--- config.mk ---
export PLATFORM = sky130hd
export DESIGN_NAME = muldiv_unit
export DESIGN_NICKNAME = d
export VERILOG_FILES = /design/src/rtl/muldiv_unit.sv
export SDC_FILE = /design/constraint.sdc
export NUM_CORES = 1
export LEC_CHECK = 0
export BUFFER_PORTS_ARGS = -buffer_cell sky130_fd_sc_hd__clkbuf_2
export CAP_MARGIN = 20
export CELL_PAD_IN_SITES_DETAIL_PLACEMENT = 1
export CELL_PAD_IN_SITES_GLOBAL_PLACEMENT = 1
export CORE_MARGIN = 1
export CORE_UTILIZATION = 42
export CTS_BUF_LIST = sky130_fd_sc_hd__clkbuf_16
export DETAILED_ROUTE_END_ITERATION = 16
export PLACE_DENSITY = 0.88
export SKIP_LAST_GASP = 1
export SYNTH_ARGS = -nofsm -noshare
export SYNTH_HDL_FRONTEND = slang
export SYNTH_SLANG_ARGS = --single-unit
--- constraint.sdc ---
create_clock -name clk -period 3.5 [get_ports clk]
set_input_delay 0.35 -clock clk [delete_from_list [all_inputs] [get_ports clk]]
set_output_delay 0.35 -clock clk [all_outputs]
set_load 0.01 [all_outputs]
--- src/rtl/muldiv_unit.sv ---
// Iterative RV32M multiply/divide: 32-step shift-add multiply or restoring divide on operand magnitudes,
// then one sign-fix cycle. Divide-by-zero and signed overflow finish on the start edge.
module muldiv_unit #(
  parameter int XLEN  = 32,
  parameter int CNT_W = 5
) (
  input  logic            clk,
  input  logic            rst_n,
  input  logic            start,
  input  logic [2:0]      funct3,
  input  logic [XLEN-1:0] op_a,
  input  logic [XLEN-1:0] op_b,
  input  logic            flush,
  input  logic            stall_cache,
  output logic [XLEN-1:0] result,
  output logic            done,
  output logic            stall_md
);

  typedef enum logic [1:0] {IDLE, CALC, FIX, DONE} state_t;
  state_t state, state_nxt;

  logic [2:0]        op;
  logic [CNT_W-1:0]  cnt;
  logic [XLEN-1:0]   b_mag;
  logic [2*XLEN-1:0] acc;
  logic              neg_hi;
  logic              neg_lo;

  logic              a_signed, b_signed, a_neg, b_neg;
  logic [XLEN-1:0]   a_abs, b_abs;
  logic              div_zero, div_ovf, fast;
  logic [XLEN-1:0]   fast_res;

  // Start-edge decode: magnitudes, sign flags and the single-cycle special cases.
  always_comb begin
    a_signed = (funct3 != 3'b011) && (funct3 != 3'b101) && (funct3 != 3'b111);
    b_signed = (funct3 == 3'b000) || (funct3 == 3'b001) || (funct3 == 3'b100) || (funct3 == 3'b110);
    a_neg    = a_signed && op_a[XLEN-1];
    b_neg    = b_signed && op_b[XLEN-1];
    a_abs    = a_neg ? -op_a : op_a;
    b_abs    = b_neg ? -op_b : op_b;
    div_zero = funct3[2] && (op_b == '0);
    div_ovf  = ((funct3 == 3'b100) || (funct3 == 3'b110)) &&
               (op_a == {1'b1, {(XLEN-1){1'b0}}}) && (op_b == '1);
    fast     = div_zero || div_ovf;
    fast_res = '0;
    if (div_zero)
      fast_res = funct3[1] ? op_a : '1;
    else if (div_ovf)
      fast_res = funct3[1] ? '0 : op_a;
  end

  logic [XLEN-1:0]   mul_add;
  logic [XLEN:0]     mul_sum, div_shift, div_diff;
  logic [2*XLEN-1:0] acc_step;

  // acc holds {hi, lo}: product for multiply, {remainder, dividend/quotient} for divide.
  always_comb begin
    mul_add   = acc[0] ? b_mag : '0;
    mul_sum   = {1'b0, acc[2*XLEN-1:XLEN]} + {1'b0, mul_add};
    div_shift = acc[2*XLEN-1:XLEN-1];
    div_diff  = div_shift - {1'b0, b_mag};
    if (op[2]) begin
      if (div_diff[XLEN])
        acc_step = {div_shift[XLEN-1:0], acc[XLEN-2:0], 1'b0};
      else
        acc_step = {div_diff[XLEN-1:0], acc[XLEN-2:0], 1'b1};
    end else begin
      acc_step = {mul_sum, acc[XLEN-1:1]};
    end
  end

  logic [2*XLEN-1:0] prod_fix;
  logic [XLEN-1:0]   quo_fix, rem_fix, fix_res;

  always_comb begin
    prod_fix = neg_hi ? -acc : acc;
    quo_fix  = neg_hi ? -acc[XLEN-1:0] : acc[XLEN-1:0];
    rem_fix  = neg_lo ? -acc[2*XLEN-1:XLEN] : acc[2*XLEN-1:XLEN];
    case (op)
      3'b000:                 fix_res = prod_fix[XLEN-1:0];
      3'b001, 3'b010, 3'b011: fix_res = prod_fix[2*XLEN-1:XLEN];
      3'b100, 3'b101:         fix_res = quo_fix;
      default:                fix_res = rem_fix;
    endcase
  end

  always_ff @(posedge clk or negedge rst_n) begin
    if (!rst_n)
      state <= IDLE;
    else
      state <= state_nxt;
  end

  always_comb begin
    state_nxt = state;
    if (flush) begin
      state_nxt = IDLE;
    end else if (!stall_cache) begin
      case (state)
        IDLE:    if (start) state_nxt = fast ? DONE : CALC;
        CALC:    if (cnt == CNT_W'(XLEN-1)) state_nxt = FIX;
        FIX:     state_nxt = DONE;
        default: state_nxt = IDLE;
      endcase
    end
  end

  // The M-op and its successor advance together with done, so DONE itself does not stall.
  always_comb begin
    done     = (state == DONE);
    stall_md = ((state == IDLE) && start && !fast) || (state == CALC) || (state == FIX);
  end

  always_ff @(posedge clk or negedge rst_n) begin
    if (!rst_n) begin
      op     <= '0;
      cnt    <= '0;
      b_mag  <= '0;
      acc    <= '0;
      neg_hi <= 1'b0;
      neg_lo <= 1'b0;
      result <= '0;
    end else if (!flush && !stall_cache) begin
      case (state)
        IDLE: begin
          if (start) begin
            op     <= funct3;
            cnt    <= '0;
            b_mag  <= b_abs;
            acc    <= {{XLEN{1'b0}}, a_abs};
            neg_hi <= a_neg ^ b_neg;
            neg_lo <= a_neg;
            if (fast)
              result <= fast_res;
          end
        end
        CALC: begin
          acc <= acc_step;
          cnt <= cnt + 1'b1;
        end
        FIX: result <= fix_res;
        default: ;
      endcase
    end
  end

endmodule

# ---- After elaboration in Yosys (flattened, before gate mapping)
# Cells that the tools add are included.
# Widths: inputs -> output; s select.
dict set report classes {
  bitwise_logic 1
  n_mul 0
  div_mod_pow 0
  n_addsub 8
  n_lt_le_gt_ge 0
  eq_ne 22
  shifts 0
  muxes 26
  n_reduce_logical 32
}
# operator count
set op_table {}
lappend op_table {{$mux 32} 11}
lappend op_table {{$mux 64} 4}
lappend op_table {{$neg 32->32} 4}
lappend op_table {{$pmux 64 s2} 1}
lappend op_table {{$pmux 32 s3} 1}
lappend op_table {{$eq 32x32->1 const B} 2}
lappend op_table {{$neg 64->64} 1}
lappend op_table {{$pmux 32 s2} 1}
lappend op_table {{$add 32x32->33} 1}
lappend op_table {{$sub 33x32->33} 1}
lappend op_table {{$logic_not 32->1} 1}
lappend op_table {{$eq 3x3->1 const B} 4}
lappend op_table {{$ne 3x3->1 const B} 4}
lappend op_table {{$logic_and 1x1->1} 10}
lappend op_table {{$mux 2} 5}
lappend op_table {{$pmux 5 s2} 1}
lappend op_table {{$reduce_and 3->1} 3}
lappend op_table {{$logic_or 1x1->1} 7}
lappend op_table {{$eq 3x1->1 const B} 2}
lappend op_table {{$eq 3x2->1 const B} 2}
lappend op_table {{$logic_not 3->1} 2}
lappend op_table {{$ne 2x2->1 const B} 3}
lappend op_table {{$pmux 2 s3} 1}
lappend op_table {{$add 5x1->5 const B} 1}
lappend op_table {{other kinds (12)} 16}
dict set report totals {
  out_inout_bits 34
  rom_bits 0
  wordCells 97
  ram_bits 0
  latchBits 0
  ff_bits 140
  mem_count 0
}

# ---- Logic depth before layout (Yosys ltp)
dict set report logic_depth {
  word_depth 10
  depth_mapped 15
}

# ---- Worst setup path before layout
# Ideal clock, no wire load.
dict set report synth_timing {
  kind {register to register}
  from {register acc[0]}
  to {register acc[61]}
  setup_time_ps 126
  stages_incl_launch_ff 16
  n_path_buf 2
  arrival_time_ps 3530
  setup_slack_ps -156
  t_required_ps 3374
  synth_period_minus_slack_ps 3656
  cell_sequence {dfrtp_1 > inv_1 > clkbuf_1 > nor2_1 > ha_1 > clkbuf_1 > o21a_1 > nor2_1 > a2111oi_0 > a2111o_1 > a31o_2 > a31o_2 > a311oi_1 > o21ai_0 > xor2_1 > a221o_1}
}
dict set report synth_between {
  elab_chain_cells 4
}
# element line_no
set synth_lines {}
lappend synth_lines {{start, declared} 26} ;# logic [2*XLEN-1:0] acc;
lappend synth_lines {{start signal, assigned} 132} ;# acc <= {{XLEN{1'b0}}, a_abs};
lappend synth_lines {{start signal, assigned} 140} ;# acc <= acc_step;
lappend synth_lines {{$mux 32} 60} ;# mul_add = acc[0] ? b_mag : '0;
lappend synth_lines {{$add 32x32->33} 61} ;# mul_sum = {1'b0, acc[2*XLEN-1:XLEN]} + {1'b0, mul_add};
lappend synth_lines {{$mux 64} 64} ;# if (op[2]) begin
lappend synth_lines {{$pmux 64 s2} 126} ;# case (state)
# No other way between the ends.
# A chain may end at the register's enable or synchronous reset.

# ---- Final worst setup path
dict set report layout_timing {
  from {register b_mag[10]}
  to {register acc[61]}
}
dict set report layout_between {
  elab_chain_cells 4
  word_cells_on_any_way 6
  classes_between {add/sub: 2; mux: 4}
}
# element line_no
set layout_lines {}
lappend layout_lines {{start, declared} 25} ;# logic [XLEN-1:0] b_mag;
lappend layout_lines {{start signal, assigned} 131} ;# b_mag <= b_abs;
lappend layout_lines {{$sub 33x32->33 or $mux 32 (tied branches)} {63, 60}}
lappend layout_lines {{$mux 64 or $add 32x32->33 (tied branches)} {65, 61}}
lappend layout_lines {{$mux 64 *} 64}
lappend layout_lines {{$pmux 64 s2 *} 126}
# Every way passes the cells marked *; elsewhere a longest branch is shown, timed or not.

==> results.ini <==
[run_status]
status=finished, violations left
violations=negative setup slack

[floorplan]
initial_core_util=0.429
die_y_um=185
io_pins=106
core_um2=32800
dieArea_um2=34200
row_count=66
die_x_um=185

[logic_synthesis]
yosysSeqAreaShare=0.249
synth_seq_cells=140
synthFlopType=dfrtp_1
ys_types=78
avgSynthCellArea_um2=7.44
synth_enable_flop_cells=0
synth_top_cell_by_area=dfrtp_1
yosys-top-cells-area=dfrtp_1, o21ai_0, nand2_1, ha_1, xnor2_1
yosys.area.top_type_share=0.249
ys_async_sr_fraction=1.00
netlist_instances=1891
synth.cell_area_um2=14100
synth_fp_nets=2040
yosysWarnings=0

[sta]
tns_ns=-0.0131
skew_ns=0.0138
setup_ws_ns=-0.0131
rsz0062_at_grt=true
slew_viol_final=0
hold_violations=0
setup_viol=1
tightest_slew_ns=1.01
max-slew-margin-rel=0.327
fin_crit_sh=1.00
finalCriticalPeriod_ns=3.51
max_freq_ghz=0.285
hold_ws_ns=0.166

[layout]
final_common_cell=nand2_1
syn2layout_area_growth_pct=19.7
final_cell_mix=nand2_1, o21ai_0, buf_4, nor2_1, dfrtp_1
n_antenna_cell=0
nNetsFinal=2215
drive_above_1_share=0.181
fin_cells=2520

[global_route]
grt_usage=0.364
grt_pass1_wl_mm=95.1
grt_max_degree=71
top_usage_layer=met2
met3_usage=0.0663
grt_pass1_vias=16600
grtUsageMet2=0.579
grtUsageMet1=0.472
antenna_found_initial=1
grt_overflow=0

[power]
peakVddDrop_mv=0.391
p_total_mw=10.2
p_leak_nw=7.66
p_per_area_nw_per_um2=604

[place]
dp.cells=2484
io_buffer_count=105
dpl.hpwl_mm=45.7
dpl_worst_slack_ns=-0.132
gp_congestion=1.00

[worst_setup_path]
crit_arrival_ns=3.91
critPathKind=flop to flop
startpoint_type=flop
path_max_fanout=5
cp.required_ns=3.90
end_kind=flop

[route]
num_vias=16400
drt_first_pass_iters=6
drtIter0Drc=1579
wl_per_cell_um=24.8
wirelength_mm=62.4
drcViolationCount=0
vias_per_cell=6.52
ant_nets=0

[job]
maxCapViolCount=0

[clock_tree]
cts-buffers-inserted=17
cts.clk_slew.worst_paths_ns=0.07
clk_latency_ns=0.46
cts_num_sinks=140
cts_tree=yes
cts_htree_levels=4
cts_root_buffer=clkbuf_16
clock_path_buffers=2

[hold_path]
min_path_type=primary input to flop

## layer usage
metal	vias up	share of wire
met5	-	0.00019
met4	2	0.050
met3	247	0.086
met2	923	0.46
met1	8115	0.41
li1	7144	-
## cell type report
type / instances / area (µm²)
Tap cell: 442 / 553
Sequential cell: 140 / 3510
Multi-Input combinational cell: 1565 / 10000
Clock inverter: 14 / 170
Timing Repair Buffer: 277 / 1920
Inverter: 65 / 246
Clock buffer: 17 / 425
Fill cell: 4130 / 15900
## Yosys cell counts (14+ instances only)
library cell / instances
nor4_1: 15
a22oi_1: 18
dfrtp_1: 140
a21oi_1: 133
nor3_1: 38
inv_1: 63
o31ai_1: 31
nor2b_1: 16
nand2_1: 257
nor2_1: 149
xnor2_1: 102
xor2_1: 77
or3_1: 26
a21o_1: 23
o21ai_0: 236
or4_1: 17
o21ai_1: 21
mux2i_1: 48
nand2b_1: 18
clkbuf_1: 105
nand3_1: 26
a31oi_1: 14
o221ai_1: 14
ha_1: 75
## cells by family after synthesis
group	Yosys count	synth area share
AOI/OAI and AO/OA	629	0.275
and+or+nand+nor	626	0.205
buffers and inverters	186	0.0513
xor gates and xnor gates	179	0.111
DFF	140	0.249
adders and majority gates	77	0.0695
muxes	54	0.0389
## flip-flops by register name, indices dropped and copies added (netlist names)
| register | cells |
|---|---|
| acc | 64 |
| result | 32 |
| cnt | 5 |
| op | 3 |
| neg_hi | 1 |
| state | 2 |
| b_mag | 32 |
| neg_lo | 1 |
## per-stage QoR
step	util	cell area (µm²)
2_1_floorplan	-	14100
3_3_place_gp	0.489	16000
3_5_place_dp	0.489	16000
4_1_cts	0.508	16700
5_1_grt	0.514	16800
6_report	0.514	16800
## power breakdown
| part | switching, mW | internal (mW) | total, mW |
|---|---|---|---|
| Sequential | 0.506 | 1.97 | 2.47 |
| Clock | 0.850 | 1.12 | 1.97 |
| Combinational | 3.56 | 2.17 | 5.74 |
| Total | 4.92 | 5.26 | 10.2 |
## worst paths after layout
check	to	slack (ns)	depth (start not counted)	from
max	acc[61]$_DFFE_PN0P_	-0.01	13	b_mag[10]$_DFFE_PN0P_
min	op[0]$_DFFE_PN0P_	0.17	3	funct3[0]
max reg2reg	acc[61]$_DFFE_PN0P_	-0.01	13	b_mag[10]$_DFFE_PN0P_
min reg2reg	result[31]$_DFFE_PN0P_	0.48	2	result[31]$_DFFE_PN0P_
max in group asynchronous	b_mag[6]$_DFFE_PN0P_	2.12	3	rst_n
min in group asynchronous	acc[6]$_DFFE_PN0P_	0.46	2	rst_n
## worst max-delay path, cell delays in order (launching register included)
cell and delay, ns:
dfrtp_1 0.36, inv_1 0.18, ha_1 0.34, buf_4 0.18, nand3_1 0.25, nor2_1 0.09
a211o_1 0.27, a21oi_1 0.17, o211a_1 0.28, o211ai_1 0.22, a2111oi_2 0.42, o21ai_0 0.24
a311oi_1 0.31, a221o_1 0.14
## timing repair
item / in CTS / in global routing
hold endpoints to repair: 63 / 0
pin swaps: 3 / 3
buffers inserted: 1 / 3
hold buffers: 1 / 0
setup endpoints to repair: 3 / 42
resized for setup: 3 / 47
Power figures use the tool's default switching activity.
